**config.mk**
```make
export PLATFORM = sky130hd
export DESIGN_NAME = uart_const_baud_rx
export DESIGN_NICKNAME = d
export VERILOG_FILES = /design/src/rtl/uart_defs.sv /design/src/rtl/uart_rx_sync.sv /design/src/rtl/uart_const_baud_rx.sv
export SDC_FILE = /design/constraint.sdc
export NUM_CORES = 1
export LEC_CHECK = 0
export BUFFER_PORTS_ARGS = -buffer_cell sky130_fd_sc_hd__buf_4
export CAP_MARGIN = 10
export CORE_AREA = 2 2 59 61
export CTS_CLUSTER_DIAMETER = 30
export CTS_CLUSTER_SIZE = 25
export DETAILED_ROUTE_END_ITERATION = 10
export DIE_AREA = 0 0 61 63
export PLACE_DENSITY = 0.81
export SLEW_MARGIN = 20
export SYNTH_ARGS = -nofsm -noshare
export SYNTH_HDL_FRONTEND = slang
export SYNTH_SLANG_ARGS = --single-unit
export TNS_END_PERCENT = 30
```
**constraint.sdc**
```tcl
create_clock -name clk -period 2.7 [get_ports clk]
set_clock_uncertainty 0.15 [all_clocks]
set_input_delay 0.54 -clock clk [delete_from_list [all_inputs] [get_ports clk]]
set_output_delay 0.54 -clock clk [all_outputs]
set_load 0.005 [all_outputs]
```
**src/rtl/uart_defs.sv**
```systemverilog
// Shared UART definitions used by the constant-baud receiver and transmitter.
//   rx_state_t       : receiver frame state encoding (3 bits)
//   DATA_BITS        : payload bits per frame (8N1)
//   calc_baud_limit  : clock cycles per bit, clock_freq / baud_rate
//   calc_half        : bit-centre offset, baud_limit / 2
package uart_defs;

  typedef enum logic [2:0] {
    IDLE  = 3'd0,
    START = 3'd1,
    DATA  = 3'd2,
    STOP  = 3'd3,
    BRK   = 3'd4
  } rx_state_t;

  localparam int unsigned DATA_BITS = 8;

  function automatic int unsigned calc_baud_limit(input int unsigned clock_freq,
                                                  input int unsigned baud_rate);
    return clock_freq / baud_rate;
  endfunction

  function automatic int unsigned calc_half(input int unsigned baud_limit);
    return baud_limit / 2;
  endfunction

endpackage

```
**src/rtl/uart_rx_sync.sv**
```systemverilog
// Input conditioning for the UART receiver.
//   clk  : system clock
//   rst  : asynchronous active-low reset (all flops reset to 1 = idle line)
//   rx   : asynchronous serial input
//   rx_s : rx after a 2-FF synchroniser
//   fall : one-cycle strobe on a high-to-low transition of rx_s
module uart_rx_sync (
  input  logic clk,
  input  logic rst,
  input  logic rx,
  output logic rx_s,
  output logic fall
);

  logic rx_meta;
  logic rx_d;

  always_ff @(posedge clk or negedge rst) begin
    if (!rst) begin
      rx_meta <= 1'b1;
      rx_s    <= 1'b1;
      rx_d    <= 1'b1;
    end else begin
      rx_meta <= rx;
      rx_s    <= rx_meta;
      rx_d    <= rx_s;
    end
  end

  assign fall = rx_d & ~rx_s;

endmodule

```
**src/rtl/uart_const_baud_rx.sv**
```systemverilog
// Fixed-baud UART receiver, 8N1, LSB first, majority-voted bit-centre sampling.
//   clk          : system clock
//   rst          : asynchronous active-low reset
//   rx           : serial line, idle high
//   rx_data      : last correctly framed byte, held until the next good frame
//   rx_valid     : one-cycle pulse, rx_data updated
//   rx_frame_err : one-cycle pulse, stop bit sampled low
//   rx_busy      : high while a frame is in progress
module uart_const_baud_rx
  import uart_defs::*;
#(
  parameter int unsigned clock_freq = 100_000_000,
  parameter int unsigned baud_rate  = 115200
) (
  input  logic       clk,
  input  logic       rst,
  input  logic       rx,
  output logic [7:0] rx_data,
  output logic       rx_valid,
  output logic       rx_frame_err,
  output logic       rx_busy
);

  localparam int unsigned BAUD_LIMIT = calc_baud_limit(clock_freq, baud_rate);
  localparam int unsigned HALF       = calc_half(BAUD_LIMIT);
  localparam int unsigned CNT_W      = $clog2(BAUD_LIMIT + 1);

  generate
    if (BAUD_LIMIT < 8) begin : g_baud_check
      $error("uart_const_baud_rx: clock_freq / baud_rate must be at least 8");
    end
  endgenerate

  logic                 rx_s;
  logic                 fall;
  rx_state_t            state, state_next;
  logic [CNT_W-1:0]     baud_cnt;
  logic [2:0]           bit_idx;
  logic [DATA_BITS-1:0] shreg;
  logic                 vote_a, vote_b;
  logic                 voted;
  logic                 sample;

  uart_rx_sync u_sync (
    .clk  (clk),
    .rst  (rst),
    .rx   (rx),
    .rx_s (rx_s),
    .fall (fall)
  );

  // Three-sample majority: two earlier samples held, third taken live.
  assign voted  = (vote_a & vote_b) | (vote_a & rx_s) | (vote_b & rx_s);
  assign sample = (state == START || state == DATA || state == STOP) &&
                  (baud_cnt == CNT_W'(HALF + 1));

  always_ff @(posedge clk or negedge rst) begin
    if (!rst) state <= IDLE;
    else      state <= state_next;
  end

  always_comb begin
    state_next = state;
    case (state)
      IDLE:    if (fall) state_next = START;
      START:   if (sample) state_next = voted ? IDLE : DATA;
      DATA:    if (sample && bit_idx == 3'd7) state_next = STOP;
      STOP:    if (sample) state_next = voted ? IDLE : BRK;
      BRK:     if (rx_s) state_next = IDLE;
      default: state_next = IDLE;
    endcase
  end

  // The bit timer is zeroed in IDLE/BRK and on start detection; across
  // START->DATA->STOP it keeps its phase so every later sample point lands
  // exactly one bit period after the previous one (no cumulative drift).
  always_ff @(posedge clk or negedge rst) begin
    if (!rst) begin
      baud_cnt <= '0;
    end else if (state == IDLE || state_next == IDLE || state_next == BRK) begin
      baud_cnt <= '0;
    end else if (baud_cnt == CNT_W'(BAUD_LIMIT - 1)) begin
      baud_cnt <= '0;
    end else begin
      baud_cnt <= baud_cnt + CNT_W'(1);
    end
  end

  always_ff @(posedge clk or negedge rst) begin
    if (!rst) begin
      vote_a <= 1'b1;
      vote_b <= 1'b1;
    end else begin
      if (baud_cnt == CNT_W'(HALF - 1)) vote_a <= rx_s;
      if (baud_cnt == CNT_W'(HALF))     vote_b <= rx_s;
    end
  end

  always_ff @(posedge clk or negedge rst) begin
    if (!rst) begin
      bit_idx <= '0;
      shreg   <= '0;
    end else if (sample) begin
      if (state == START) begin
        bit_idx <= '0;
      end else if (state == DATA) begin
        bit_idx <= bit_idx + 3'd1;
        shreg   <= {voted, shreg[DATA_BITS-1:1]};
      end
    end
  end

  always_ff @(posedge clk or negedge rst) begin
    if (!rst) begin
      rx_data      <= '0;
      rx_valid     <= 1'b0;
      rx_frame_err <= 1'b0;
      rx_busy      <= 1'b0;
    end else begin
      rx_valid     <= (state == STOP) && sample && voted;
      rx_frame_err <= (state == STOP) && sample && !voted;
      rx_busy      <= (state_next != IDLE);
      if ((state == STOP) && sample && voted) rx_data <= shreg;
    end
  end

endmodule

```
==> out/metrics.cfg, run 1 <==
[floorplan]
floorplan.die.height_um = 63
floorplan.die_area_mm2 = 0.003843
starting_utilization_of_the_core_area = 0.5482
core_outline_area_mm2 = 0.003232
die_x_um = 61
top_level_ports = 14
num_rows = 21

[setup_path]
cpLargestDelayFamily = simple AND/OR/NAND/NOR gates
cp_slowest_cell = dfrtp_1
max_stage_delay_ns = 0.48
critPathMaxFanout = 7
critical_path_arrival_ns = 2.65
worstSetupPathType = reg -> reg
critical_path.startpoint_type = flop
r2r_setup_slack_ns = 0.13
kind_of_end_point_of_the_critical_path = flop
worst-endpoint-required_ns = 2.79
worstPathCellList = ha_1, or3b_4, nor4_1, mux2_2, o21ai_4, nor2_1
critical_path.n_buffers_inverters = 0

[logic_synthesis]
synth_seq_area_share = 0.5685
synth_ff_type = dfrtp_1
post_synth_main_area_contributors = dfrtp_1, mux2_1, dfstp_2
postSynthNetCount = 154
yosysWarningCount = 0
synth-seq-cells = 40
synth_largest_area_cell = dfrtp_1
synth_cell_types = 37
ys_async_sr_fraction = 1.000
syn_avg_cell_area_um2 = 12.13
yosys.area.top_type_share = 0.4944
syn_area_mm2 = 0.001772
synth_enable_flop_cells = 0
syn_inst = 146

[timing]
final_period_minus_worst_setup_slack_ns = 2.567
drv_slew = 0
final.period_utilization = 0.9507
report.final.setup_viol = 0
setup_total_negative_slack_ns = 0
relSlewSlack = 0.6748
setup_repair_after_global_routing_missed_its_margin = no
final_hold_slack_ns = 0.1429
tightest_slew_ns = 0.4877
maxClockFrequency_mhz = 389.6
finalHoldViolCount = 0

[outcome]
status = complete, no violations

[clock_tree]
cts_tree = yes
cts_num_sinks = 40
cts_made_buffers = 5
path_clk_slew_ns = 0.11
cts.path.max_buffers = 2
cts.repair_timing.setup_buffer_count = 0
skew_pair_late_insertion_delay_ns = 0.35
clock-root-buffer = clkbuf_4
htree_levels = 2

[placed_design]
port_buffers = 13
placedInstanceArea_mm2 = 0.001919
place_hpwl_mm = 2.199
gp_congestion = 0.7671

[grt]
grt_use_total = 0.1940
first_global_vias = 1209
grt_antenna_before_repair = 0
grt_overflow_total = 0
pin_count_of_the_biggest_net_entering_global_routing = 41
grt_pass1_wl_mm = 5.437

[final_layout]
num_antenna_cells = 0
final_common_cell = dfrtp_1
final_net_count = 173
layout.cells.most_common_list = dfrtp_1, mux2_1, nor2_1, buf_4, nand3_1
final_cell_area_mm2 = 0.002003
drive_above_1_share = 0.2349
areaGrowthSynthToFinish_pct = 13.06

[routing]
initialDrtViolationCount = 53
drt_via_density = 5.467
route.detailed.wl_per_inst_um = 14.41
drt_first_pass_iters = 4
num_vias = 1159
drc_errors = 0
drt_wl_total_mm = 3.054
ant_nets = 0

[flow_run]
timing.max_cap.violations = 0

[power]
ir_drop_uv = 408.4
power.density_mw_per_mm2 = 575.5
power.static_leakage_nw = 0.9654

[min_path]
hold_path_class = in -> reg

[cell type report]
type	count	area, µm²
Inverter	4	15.01
Clock buffer	6	51.30
Fill cell	271	1229
Clock inverter	2	15.01
Sequential cell	40	1007
Tap cell	46	57.56
Multi-Input combinational cell	100	749.5
Timing Repair Buffer	14	107.6
[final timing paths]
check	end	cells after the start	start
max	baud_cnt[5]$_DFF_PN0_	6	baud_cnt[0]$_DFF_PN0_
min	u_sync.rx_meta$_DFF_PN1_	1	rx
max reg2reg	baud_cnt[5]$_DFF_PN0_	6	baud_cnt[0]$_DFF_PN0_
min reg2reg	u_sync.rx_s$_DFF_PN1_	0	u_sync.rx_meta$_DFF_PN1_
max in group asynchronous	u_sync.rx_d$_DFF_PN1_	2	rst
min in group asynchronous	shreg[6]$_DFFE_PN0P_	2	rst
[kinds of logic after synthesis]
kind of cell | after synthesis | synth area share
AO/OA/AOI/OAI | 10 | 0.03743
XOR/XNOR | 8 | 0.03955
adder cells (fa/ha/maj) | 6 | 0.04096
buffers and inverters | 6 | 0.01271
flip-flops | 40 | 0.5685
multiplexers | 19 | 0.1208
AND/OR/NAND/NOR | 57 | 0.1801
[per-stage QoR]
step	setup slack [ns]	util	power [mW]	std cells
after floorplan	0.4018	-	0.7867	146
after global placement	0.2925	0.5939	0.8267	203
after detailed placement	0.08834	0.5939	0.8392	203
after CTS	0.05947	0.6175	1.157	212
after global routing	0.02401	0.6198	1.229	212
final	0.1331	0.6198	1.153	212
[state kept, by name (all words and copies together) (netlist names), 3 cells and up]
signal / count
bit_idx: 3
shreg: 8
baud_cnt: 10
state: 3
rx_data: 8
[power breakdown]
part	leakage [nW]	internal [mW]	switching [mW]
clock network	0.0305	0.126	0.195
registers	0.528	0.634	0.0492
logic	0.406	0.0625	0.0862
[cell usage after synthesis, types with 2 or more instances]
| cell | count |
|---|---|
| nor2_1 | 15 |
| mux2_2 | 3 |
| o21ai_1 | 3 |
| nor3_1 | 6 |
| dfstp_2 | 5 |
| and4_1 | 2 |
| inv_1 | 4 |
| clkbuf_1 | 2 |
| nand2_1 | 8 |
| xnor2_1 | 3 |
| xor2_1 | 5 |
| nor2b_1 | 2 |
| dfrtp_1 | 35 |
| ha_1 | 5 |
| nand3_1 | 9 |
| nand3_2 | 2 |
| mux2_1 | 16 |
| o21ai_0 | 2 |
[repair_timing]
item,in CTS,in global routing
hold buffers,1,0
endpoints found under the hold margin,6,0
resized for setup,0,1
setup endpoints to repair,0,7
[layer usage]
layer | vias up | share of wire | wire [µm] | track usage
met5 | - | 0 | 0 | 0
met4 | 0 | 0.013 | 40 | 0.06250
met3 | 6 | 0.039 | 120 | 0.06211
met2 | 25 | 0.51 | 1565 | 0.3091
met1 | 576 | 0.43 | 1328 | 0.2476
li1 | 552 | - | - | -
Note: power is estimated with default switching activity, not from simulation.
==> run 2, diff against run 1 <==
--- a/config.mk
+++ b/config.mk
@@ -7,12 +7,13 @@
 export LEC_CHECK = 0
 export BUFFER_PORTS_ARGS = -buffer_cell sky130_fd_sc_hd__buf_4
 export CAP_MARGIN = 10
-export CORE_AREA = 2 2 59 61
+export CORE_AREA = 8 8 65 67
 export CTS_CLUSTER_DIAMETER = 30
 export CTS_CLUSTER_SIZE = 25
 export DETAILED_ROUTE_END_ITERATION = 10
-export DIE_AREA = 0 0 61 63
+export DIE_AREA = 0 0 73 75
 export PLACE_DENSITY = 0.81
+export REMOVE_ABC_BUFFERS = 1
 export SLEW_MARGIN = 20
 export SYNTH_ARGS = -nofsm -noshare
 export SYNTH_HDL_FRONTEND = slang
==> out/metrics.cfg, run 2 (same netlist as run 1, synthesis figures left out) <==
[setup_path]
critPathMaxFanout = 7  ; unchanged
critical_path.startpoint_type = flop
r2r_setup_slack_ns = 0.19  ; +0.06 ns
worst_r2r_endpoint = baud_cnt[2]$_DFF_PN0_
r2r.worst_path.cells = 6  ; unchanged
worstSetupPathType = reg -> reg
worst-endpoint-required_ns = 2.78  ; about the same
timing.rr.start = baud_cnt[0]$_DFF_PN0_
kind_of_end_point_of_the_critical_path = flop
critical_path_arrival_ns = 2.59  ; -0.06 ns

[power]
total_power_mw = 1.211  ; +5.0%
power.static_leakage_nw = 0.9748  ; +0.98%
ir_drop_uv = 282.0  ; -31%
power.density_mw_per_mm2 = 602.6  ; +4.7%

[grt]
pin_count_of_the_biggest_net_entering_global_routing = 41  ; unchanged
first_global_vias = 1166  ; -3.6%
grt_pass1_wl_mm = 5.085  ; -6.5%
grt_antenna_before_repair = 0  ; unchanged
grt_overflow_total = 0  ; unchanged
grt_use_total = 0.1213  ; -0.07275

[placed_design]
place_hpwl_mm = 2.222  ; +1.0%
dp_slack_ns = 0.2012  ; +0.1128 ns
gp_congestion = 0.8244  ; +7.5%
port_buffers = 13  ; unchanged

[routing]
num_vias = 1128  ; -2.7%
drt_first_pass_iters = 4  ; unchanged
initialDrtViolationCount = 65  ; +23%
drt_via_density = 5.321  ; -2.7%
ant_nets = 0  ; unchanged
drt_wl_total_mm = 3.047  ; -0.23%
route.detailed.wl_per_inst_um = 14.37  ; -0.23%
drc_errors = 0  ; unchanged

[clock_tree]
cts_num_sinks = 40  ; unchanged
cts.path.max_buffers = 2  ; unchanged
path_clk_slew_ns = 0.11  ; about the same
clock-root-buffer = clkbuf_4
skew_pair_late_insertion_delay_ns = 0.35  ; about the same
cts_tree = yes
htree_levels = 2  ; unchanged
cts_made_buffers = 5  ; unchanged

[floorplan]
starting_utilization_of_the_core_area = 0.5482  ; unchanged
num_rows = 21  ; unchanged
floorplan.die_area_mm2 = 0.005475  ; +42%
die_x_um = 73  ; +20%
core_outline_area_mm2 = 0.003232  ; unchanged
floorplan.die.height_um = 75  ; +19%
top_level_ports = 14  ; unchanged

[final_layout]
top_register = baud_cnt
largest_register_ffs = 10  ; unchanged
final_common_cell = dfrtp_1
drive_above_1_share = 0.2349  ; unchanged
final_net_count = 173  ; unchanged
layout.cells.most_common_list = dfrtp_1, mux2_1, nor2_1, buf_4, nand3_1
reg_top3 = baud_cnt x10, rx_data x8, shreg x8
areaGrowthSynthToFinish_pct = 13.42
num_antenna_cells = 0  ; unchanged

[outcome]
status = complete, no violations

[timing]
relSlewSlack = 0.6771  ; +0.002208
final.period_utilization = 0.9280  ; -0.02270
report.final.setup_viol = 0  ; unchanged
finalHoldViolCount = 0  ; unchanged
maxClockFrequency_mhz = 399.1  ; +2.4%
final_period_minus_worst_setup_slack_ns = 2.506  ; -0.06130 ns
setup_repair_after_global_routing_missed_its_margin = no
setup_total_negative_slack_ns = 0  ; unchanged
setup_slack_ns = 0.1944  ; +0.06130 ns
drv_slew = 0  ; unchanged
tightest_slew_ns = 0.4844  ; -0.003312 ns

[flow_run]
timing.max_cap.violations = 0  ; unchanged

[min_path]
holdPathEnd = u_sync.rx_meta$_DFF_PN1_
hold_path_class = in -> reg
hold-path-cell-count = 1  ; unchanged
worst_hold_startpoint = rx

-- run 2: cell count changes in the layout (fill, tap and decap cells not counted) --
cell	previous run	this run
bufinv_16	0	1
o21ai_2	0	1
clkinvlp_4	2	1
clkinv_2	0	1
clkbuf_8	1	0
o21ai_4	1	0
-- run 2: how the worst max path moves through the flow --
stage | start | to | slack, ns | cells past startpoint
detailed placement | baud_cnt[0]$_DFF_PN0_ | baud_cnt[2]$_DFF_PN0_ | 0.20 | 6
finish | baud_cnt[0]$_DFF_PN0_ | baud_cnt[2]$_DFF_PN0_ | 0.19 | 6
global route | baud_cnt[0]$_DFF_PN0_ | baud_cnt[9]$_DFF_PN0_ | 0.07 | 6
CTS | baud_cnt[0]$_DFF_PN0_ | baud_cnt[2]$_DFF_PN0_ | 0.19 | 6
global placement | baud_cnt[0]$_DFF_PN0_ | baud_cnt[2]$_DFF_PN0_ | 0.29 | 6
floorplan | baud_cnt[0]$_DFF_PN0_ | baud_cnt[2]$_DFF_PN0_ | 0.40 | 6
-- run 2: what timing repair did --
item                      in CTS  in global routing
hold endpoints to repair      14                  0
hold buffers                   1                  0
buffers inserted               0                  0
gates resized for setup        0                  0
-- run 2: area by class of cell --
class | instances | area (µm²)
Clock buffer | 5 | 37.54
Clock inverter | 3 | 42.54
Fill cell | 265 | 1222
Inverter | 4 | 15.01
Multi-Input combinational cell | 100 | 742.0
Sequential cell | 40 | 1007
Tap cell | 46 | 57.56
Timing Repair Buffer | 14 | 107.6
-- run 2: critical path: stages, from the launching register on --
cell,delay [ns]
dfrtp_1,0.46
ha_1,0.27
or3b_4,0.44
nor4_1,0.29
mux2_2,0.41
o21ai_2,0.29
nor2_1,0.09
-- run 2: per-stage QoR --
step / instances / hold WS, ns / area (µm²) / util
floorplan: 144 / 0.09441 / 1764 / -
global placement: 203 / 0.1956 / 1919 / 0.5939
detailed placement: 203 / 0.1988 / 1919 / 0.5939
CTS: 212 / 0.1288 / 2009 / 0.6218
global route: 212 / 0.1264 / 2009 / 0.6218
finish: 212 / 0.1389 / 2009 / 0.6218
-- run 2: layer usage --
layer	wire (µm)	up-vias	global-route usage
met5	0	-	0
met4	63	0	0.06667
met3	90	7	0.03063
met2	1570	15	0.2135
met1	1322	560	0.1310
li1	-	546	-
-- run 2: power by group --
group,internal (mW),switching [mW],total [mW]
Combinational,0.0593,0.0854,0.145
Clock,0.193,0.194,0.386
Sequential,0.634,0.0462,0.680
Total,0.886,0.325,1.21
==> run 3, diff against run 2 <==
==> constraint.sdc (replaced) <==
create_clock -name clk -period 2.7 [get_ports clk]
set_clock_uncertainty 0.15 [all_clocks]
set_input_delay 0.135 -clock clk [delete_from_list [all_inputs] [get_ports clk]]
set_output_delay 0.135 -clock clk [all_outputs]
set_load 0.005 [all_outputs]
==> out/metrics.cfg, run 3 (same netlist as run 1, synthesis figures left out) <==
[setup_path]
critical_path.n_buffers_inverters = 0  ; unchanged
max_stage_delay_ns = 0.46  ; about the same
cpLargestDelayFamily = simple AND/OR/NAND/NOR gates
critical_path.startpoint_type = flop
worst-endpoint-required_ns = 2.78  ; about the same
critical_path_arrival_ns = 2.59  ; about the same
worstPathCellList = ha_1, or3b_4, nor4_1, mux2_2, o21ai_2, nor2_1
kind_of_end_point_of_the_critical_path = flop
worstSetupPathType = reg -> reg
cp_slowest_cell = dfrtp_1
critPathMaxFanout = 7  ; unchanged

[placed_design]
gp_congestion = 0.8244  ; unchanged
port_buffers = 13  ; unchanged
place_hpwl_mm = 2.222  ; unchanged

[final_layout]
layout.cells.most_common_list = dfrtp_1, mux2_1, nor2_1, buf_4, nand3_1
areaGrowthSynthToFinish_pct = 13.98
finalCoreUtilization = 0.6249  ; +0.003097
final_common_cell = dfrtp_1
largest_register_ffs = 10  ; unchanged
final_net_count = 174  ; +0.58%
num_antenna_cells = 0  ; unchanged
reg_top3 = baud_cnt x10, rx_data x8, shreg x8
drive_above_1_share = 0.2335  ; -0.001407
top_register = baud_cnt
nFillCells = 264  ; -0.38%

[min_path]
hold_path_class = in -> async

[power]
ir_drop_uv = 283.1  ; +0.38%
pwr-share-clk = 0.319  ; about the same
power.net_switching_uw = 325.4  ; about the same
power_frac_comb = 0.120  ; about the same
power.density_mw_per_mm2 = 600.2  ; -0.40%
power.static_leakage_nw = 0.9790  ; +0.43%
power.share.switching = 0.2685  ; about the same
total_power_mw = 1.212  ; about the same
internal_cell_power_uw = 886.7  ; about the same
seqPwrFrac = 0.561  ; about the same

[floorplan]
core_outline_area_mm2 = 0.003232  ; unchanged
top_level_ports = 14  ; unchanged
starting_utilization_of_the_core_area = 0.5482  ; unchanged
num_rows = 21  ; unchanged
die_x_um = 73  ; unchanged
floorplan.die_area_mm2 = 0.005475  ; unchanged
floorplan.die.height_um = 75  ; unchanged

[timing]
finalHoldViolCount = 0  ; unchanged
final_period_minus_worst_setup_slack_ns = 2.505  ; -0.0001900 ns
drv_slew = 0  ; unchanged
tightest_slew_ns = 0.4899  ; +0.005492 ns
setup_total_negative_slack_ns = 0  ; unchanged
final_hold_slack_ns = 0.1251  ; -0.01382 ns
setup_repair_after_global_routing_missed_its_margin = no
report.final.setup_viol = 0  ; unchanged
relSlewSlack = 0.6734  ; -0.003662
final.period_utilization = 0.9279  ; about the same
maxClockFrequency_mhz = 399.1  ; about the same

[clock_tree]
cts.repair_timing.setup_buffer_count = 0  ; unchanged
cts.path.max_buffers = 2  ; unchanged
cts.hold.buffers_added = 2  ; +1
cts_made_buffers = 5  ; unchanged
skew_pair_late_insertion_delay_ns = 0.35  ; about the same
path_clk_slew_ns = 0.11  ; about the same
htree_levels = 2  ; unchanged
cts_tree = yes
cts_num_sinks = 40  ; unchanged
post_cts_resized = 0  ; unchanged
clock-root-buffer = clkbuf_4

[routing]
num_vias = 1149  ; +1.9%
drc_errors = 0  ; unchanged
initialDrtViolationCount = 68  ; +4.6%
route.detailed.wl_per_inst_um = 14.41  ; +0.28%
ant_nets = 0  ; unchanged
drt_wl_total_mm = 3.070  ; +0.75%
drt_first_pass_iters = 4  ; unchanged
drt_via_density = 5.394  ; +1.4%

[grt]
grt_antenna_before_repair = 0  ; unchanged
grt_overflow_total = 0  ; unchanged
first_global_vias = 1171  ; +0.43%
grt_use_total = 0.1219  ; +0.0005655
grt_pass1_wl_mm = 5.112  ; +0.53%
pin_count_of_the_biggest_net_entering_global_routing = 41  ; unchanged

[flow_run]
timing.max_cap.violations = 0  ; unchanged

[outcome]
status = complete, no violations

==> run 3: layout make-up <==
type	instances	area (µm²)	area share
clock inverters	3	42.54	0.02107
well taps	46	57.56	0.02850
repair buffers	15	117.6	0.05824
flip-flops and latches	40	1007	0.4988
clock buffers	5	37.54	0.01859
multi-input cells	100	742.0	0.3674
inverters	4	15.01	0.007435
==> run 3: metal layers <==
metal / track usage / wire, µm
met1: 0.1302 / 1318
met3: 0.03196 / 103
met2: 0.2155 / 1584
met4: 0.06667 / 63
met5: 0 / 0
==> run 3: worst reg2reg max path: cells and delay by family, from the launching register on <==
family                     cells  cell delay [ns]
and+or+nand+nor                3             0.82
DFF                            1             0.46
adders and majority gates      1             0.27
muxes                          1             0.41
AOI/OAI and AO/OA              1             0.29
==> run 3: final timing paths <==
path / slack [ns] / end / depth (start not counted) / start
hold reg to reg: 0.21 / u_sync.rx_s$_DFF_PN1_ / 0 / u_sync.rx_meta$_DFF_PN1_
setup reg to reg: 0.19 / baud_cnt[2]$_DFF_PN0_ / 6 / baud_cnt[0]$_DFF_PN0_
hold / removal: 0.13 / baud_cnt[9]$_DFF_PN0_ / 2 / rst
min in group clk: 0.21 / u_sync.rx_s$_DFF_PN1_ / 0 / u_sync.rx_meta$_DFF_PN1_
max in group asynchronous: 1.92 / u_sync.rx_d$_DFF_PN1_ / 2 / rst
setup / recovery: 0.19 / baud_cnt[2]$_DFF_PN0_ / 6 / baud_cnt[0]$_DFF_PN0_
==> run 3: power by group through the flow <==
| stage | logic, mW | clock network (mW) | registers (mW) |
|---|---|---|---|
| final | 0.146 | 0.387 | 0.680 |
| after global routing | 0.166 | 0.413 | 0.688 |
| after global placement | 0.138 | 0 | 0.689 |
| after floorplan | 0.104 | 0 | 0.682 |
| after detailed placement | 0.144 | 0 | 0.691 |
| after CTS | 0.147 | 0.396 | 0.680 |
==> run 3: metrics by stage <==
stage | instance area [µm²] | setup slack, ns | cells
after floorplan | 1764 | 0.4018 | 144
after global placement | 1919 | 0.2942 | 203
after detailed placement | 1919 | 0.2012 | 203
after CTS | 2019 | 0.1877 | 213
after global routing | 2019 | 0.07185 | 213
final | 2019 | 0.1946 | 213
